**src/rtl/ram_burst_engine.sv**
```systemverilog
// Cache-line burst engine: splits one line request into critical-word-first
// RAM beats with per-beat ack timeout.
module ram_burst_engine #(
  parameter int ADDR_SIZE  = 13,
  parameter int LINE_WIDTH = 64,
  parameter int WORD_SIZE  = 16,
  parameter int TIMEOUT    = 255
) (
  input  logic                  clk,
  input  logic                  not_reset,
  input  logic                  cache_avalid,
  input  logic                  cache_rnw,
  input  logic [ADDR_SIZE-1:0]  cache_addr,
  input  logic [LINE_WIDTH-1:0] cache_wdata,
  output logic [LINE_WIDTH-1:0] cache_rdata,
  output logic                  cache_ack,
  output logic                  cache_err,
  output logic                  busy,
  output logic [ADDR_SIZE-1:0]  ram_addr,
  output logic [WORD_SIZE-1:0]  ram_wdata,
  output logic                  ram_rnw,
  output logic                  ram_avalid,
  input  logic [WORD_SIZE-1:0]  ram_rdata,
  input  logic                  ram_ack
);

  localparam int BEATS = LINE_WIDTH / WORD_SIZE;
  localparam int B     = $clog2(BEATS);
  localparam int WW    = (TIMEOUT > 0) ? $clog2(TIMEOUT + 1) : 1;
  localparam bit TO_EN = (TIMEOUT > 0);

  localparam logic [B-1:0]  LAST_BEAT = B'(BEATS - 1);
  localparam logic [WW-1:0] LAST_WAIT = WW'((TIMEOUT > 0) ? TIMEOUT - 1 : 0);

  typedef enum logic [1:0] {
    S_IDLE,
    S_XFER,
    S_DONE
  } state_t;

  state_t                   r_state;
  logic [B-1:0]             r_beat;
  logic [WW-1:0]            r_wait;
  logic [B-1:0]             r_k0;
  logic [ADDR_SIZE-B-1:0]   r_hi;
  logic                     r_rnw;
  logic [LINE_WIDTH-1:0]    r_line;
  logic [LINE_WIDTH-1:0]    r_rdata;
  logic                     r_ack;
  logic                     r_err;
  logic                     r_busy;
  logic [ADDR_SIZE-1:0]     r_addr;
  logic [WORD_SIZE-1:0]     r_wdata;
  logic                     r_avalid;

  logic [B-1:0] w_k;
  logic [B-1:0] w_k_nxt;
  logic         w_timeout;

  assign w_k       = r_k0 + r_beat;
  assign w_k_nxt   = w_k + 1'b1;
  assign w_timeout = TO_EN && (r_wait == LAST_WAIT);

  always_ff @(posedge clk or negedge not_reset) begin
    if (!not_reset) begin
      r_state  <= S_IDLE;
      r_beat   <= '0;
      r_wait   <= '0;
      r_k0     <= '0;
      r_hi     <= '0;
      r_rnw    <= 1'b0;
      r_line   <= '0;
      r_rdata  <= '0;
      r_ack    <= 1'b0;
      r_err    <= 1'b0;
      r_busy   <= 1'b0;
      r_addr   <= '0;
      r_wdata  <= '0;
      r_avalid <= 1'b0;
    end else begin
      unique case (r_state)
        S_IDLE: begin
          if (cache_avalid) begin
            r_state  <= S_XFER;
            r_rnw    <= cache_rnw;
            r_line   <= cache_wdata;
            r_hi     <= cache_addr[ADDR_SIZE-1:B];
            r_k0     <= cache_addr[B-1:0];
            r_beat   <= '0;
            r_wait   <= '0;
            r_busy   <= 1'b1;
            r_avalid <= 1'b1;
            r_addr   <= cache_addr;
            r_wdata  <= cache_wdata[32'(cache_addr[B-1:0])*WORD_SIZE +: WORD_SIZE];
          end
        end
        S_XFER: begin
          if (ram_ack) begin
            if (r_rnw)
              r_rdata[32'(w_k)*WORD_SIZE +: WORD_SIZE] <= ram_rdata;
            r_wait <= '0;
            if (r_beat == LAST_BEAT) begin
              r_state  <= S_DONE;
              r_avalid <= 1'b0;
              r_ack    <= 1'b1;
              r_err    <= 1'b0;
            end else begin
              r_beat  <= r_beat + 1'b1;
              r_addr  <= {r_hi, w_k_nxt};
              r_wdata <= r_line[32'(w_k_nxt)*WORD_SIZE +: WORD_SIZE];
            end
          end else if (w_timeout) begin
            // abandon the line; words already landed stay in r_rdata
            r_state  <= S_DONE;
            r_avalid <= 1'b0;
            r_ack    <= 1'b1;
            r_err    <= 1'b1;
            r_wait   <= '0;
          end else if (TO_EN) begin
            r_wait <= r_wait + 1'b1;
          end
        end
        S_DONE: begin
          r_state <= S_IDLE;
          r_ack   <= 1'b0;
          r_err   <= 1'b0;
          r_busy  <= 1'b0;
        end
        default: r_state <= S_IDLE;
      endcase
    end
  end

  assign cache_rdata = r_rdata;
  assign cache_ack   = r_ack;
  assign cache_err   = r_err;
  assign busy        = r_busy;
  assign ram_addr    = r_addr;
  assign ram_wdata   = r_wdata;
  assign ram_rnw     = r_rnw;
  assign ram_avalid  = r_avalid;

endmodule

```
**config.mk**
```make
export PLATFORM = sky130hd
export DESIGN_NAME = ram_burst_engine
export DESIGN_NICKNAME = d
export VERILOG_FILES = /design/src/rtl/ram_burst_engine.sv
export SDC_FILE = /design/constraint.sdc
export NUM_CORES = 1
export LEC_CHECK = 0
export ABC_AREA = 0
export CORE_MARGIN = 2
export CORE_UTILIZATION = 56
export CTS_BUF_LIST = sky130_fd_sc_hd__clkbuf_8
export CTS_CLUSTER_SIZE = 16
export DETAILED_ROUTE_END_ITERATION = 7
export PLACE_DENSITY = 0.95
export SYNTH_ARGS = -nofsm -noshare
export SYNTH_HDL_FRONTEND = slang
export SYNTH_SLANG_ARGS = --single-unit
```
**constraint.sdc**
```tcl
create_clock -name clk -period 5.55 [get_ports clk]
set_input_delay 1.11 -clock clk [delete_from_list [all_inputs] [get_ports clk]]
set_output_delay 1.11 -clock clk [all_outputs]
set_load 0.02 [all_outputs]
```
==> results.toml <==
[timing]
worst_pin_slew_ps = 1150
slew_viol_final = 0
skew_ps = 14.0
hold_viol_final = 0
max_slew_margin_pct = 23.4
tns_ps = 0
setup_viol = 0
fmax_ghz = 0.320
period_needed_ps = 3130
fin_crit_sh_pct = 56.3
rsz0062_at_grt = "no"

[worst_setup_path]
worstSetupStartpointType = "register"
crit_family = "simple AND/OR/NAND/NOR gates"
critPathCaptureType = "register"
cp.required_ps = 5920
cp.arrival_ps = 3490
cpMostUsedCell = "ha_1"
cpMaxStageDelayCell = "nor3_2"
path_cells = "ha_1 -> buf_4 -> inv_1 -> ha_1 -> nor3_2 -> nand2_1 -> o21ai_0"
cp_max_fo = 23
cpPeakStageDelay_ps = 940
criticalPathCategory = "register to register"
crit_buf_inv = 2

[detailed_routing]
wl_per_cell_um = 20.3
ant_nets = 0
first_pass_iters = 5
wirelength_mm = 21.2
drt_iter0_markers = 547
dr_total_vias = 6295
drc = 0
viasPerCell = 6.03

[global_route]
antenna_found_initial = 0
grt_overflow = 0
grt_max_degree = 117
grt_pass1_vias = 6519
grt_pass1_wl_mm = 34.0
gr-usage-all-layers_pct = 27.3

[logic_synthesis]
synth_top_area_cell = "dfrtp_1"
synth_seq_area_share_pct = 55.3
yosysUniqueCellTypes = 45
synth_ff_type = "dfrtp_1"
synth_area_leaders = "dfrtp_1 55%, mux2_2 11%, mux4_2 8.0%, nand2_1 5.2%, o21ai_0 3.1%"
async_flop_share_pct = 100
ys_ff_latch = 187
synthesis.area_um2 = 8470
yosys.area.top_type_share_pct = 55.3
avgSynthCellArea_um2 = 12.6
synth_common_cells = "187 x dfrtp_1, 118 x nand2_1, 84 x mux2_2"
yosysMostFrequentCell = "dfrtp_1"
syn-instance-count = 673
syn_nets = 778
synth-edff-count = 0
yosysWarnings = 0

[place]
place_inst = 1013
hpwl_mm = 14.8
gp_congestion = 0.796
placed_area_um2 = 10500
port_buffers = 195

[clock_network]
cts_tree = "yes"
htreeDepth = 4
cts_buffers = 17
clock_tree.root_cell = "clkbuf_8"
cts_setup_buffers = 0
cts_max_path_buffers = 2
clk_pin_slew_worst_paths_ps = 90
cts_sinks = 187
post_cts_resize_count = 0
cts_hold_buf = 0
clk_latency_ps = 470

[layout]
area.growth.synth_to_final_pct = 28.2
nets = 953
final_cells = 1044
drive_above_1_share_pct = 19.9
stdcell_area_um2 = 10900
nFillCells = 935
n_antenna_cell = 0

[die]
die_w_um = 127
die_y_um = 127
start_util_pct = 57.8
core-area_um2 = 14600
die_area_um2 = 16100
rows = 44
io_pins = 196

[outcome]
outcome = "completed"

[power]
peakVddDrop_mv = 0.453
p_leak_nw = 4.61
powerDensity_nw_per_um2 = 610

[min_path]
holdCritPathClass = "register to register"

[flow_run]
max_cap_viol_count = 0
-- routing by layer --
layer | GRT usage (%) | wire length [µm] | vias to the layer above
met5 | 0 | 0 | -
met4 | 10.5 | 499 | 0
met3 | 5.23 | 1490 | 46
met2 | 46.6 | 10800 | 303
met1 | 35.1 | 8460 | 3187
li1 | - | - | 2759
-- through the flow --
| step | power [mW] | utilization [%] | hold WS, ps | setup slack [ps] |
|---|---|---|---|---|
| final | 6.62 | 74.2 | 486 | 2420 |
| after CTS | 6.64 | 74.2 | 491 | 2390 |
| after detailed placement | 5.74 | 71.5 | 471 | 2090 |
| after global placement | 5.56 | 71.5 | 453 | 2200 |
| after global routing | 7.00 | 74.2 | 508 | 2130 |
| after floorplan | 4.56 | - | 472 | 2950 |
-- worst reg2reg max path, delay by kind of cell (launching register included) --
family	cells	cell delay (ps)
flops	1	430
simple gates	2	1080
compound gates	1	230
buf+inv	2	560
fa+ha+maj	2	730
-- cell type report --
| type | instances | area (µm²) | share of cell area, % |
|---|---|---|---|
| Multi-Input combinational cell | 432 | 3510 | 32.3 |
| Clock inverter | 12 | 125 | 1.15 |
| Timing Repair Buffer | 203 | 2030 | 18.7 |
| Sequential cell | 187 | 4680 | 43.1 |
| Inverter | 7 | 26.3 | 0.242 |
| Tap cell | 184 | 230 | 2.12 |
| Clock buffer | 19 | 262 | 2.41 |
-- where the power goes --
group | switching, mW | leakage [nW] | internal [mW]
sequential | 0.371 | 2.35 | 1.95
combinational | 1.80 | 2.06 | 1.60
clock | 0.480 | 0.193 | 0.418
total | 2.65 | 4.61 | 3.97
-- path summary, 6_finish.rpt --
kind	startpoint	to	slack, ps	cells after the start
min	ram_wdata[14]	ram_wdata[14]	490	2
min reg2reg	ram_wdata[14]	ram_wdata[14]	490	2
max	r_beat[0]	cache_rdata[18]	2420	7
min in group asynchronous	not_reset	cache_rdata[9]	790	1
max reg2reg	r_beat[0]	cache_rdata[18]	2420	7
max in group asynchronous	not_reset	r_line[30]	3570	2
-- layout by cell type, fill, tap and decap left out, drive strengths merged, types with 6 or more instances in the layout --
cell / synthesis / layout
a21oi: 6 / 6
a22o: 16 / 16
a31oi: 12 / 12
a32oi: 16 / 16
and3: 18 / 18
buf: 26 / 9
clkbuf: 21 / 19
clkdlybuf4s50: 0 / 194
dfrtp: 187 / 187
ha: 7 / 7
inv: 7 / 10
mux2: 94 / 94
mux4: 32 / 32
nand2: 119 / 119
nand3: 6 / 6
nor2: 20 / 20
o21ai: 55 / 55
-- cells by family (layout without fill, tap and decap cells) --
group | after synthesis | in the layout | synth area share [%]
simple gates | 181 | 181 | 9.57
buf+inv | 54 | 241 | 3.46
fa+ha+maj | 7 | 7 | 1.03
compound gates | 112 | 112 | 8.51
xor+xnor | 6 | 6 | 0.621
mux | 126 | 126 | 21.5
flops | 187 | 187 | 55.3
-- flip-flops by register name, indices dropped and copies added, names as in the netlist, 8 cells and up --
name,flops
r_line,64
ram_addr,13
cache_rdata,64
r_hi,11
ram_wdata,16
r_wait,8
Power figures use the tool's default switching activity.
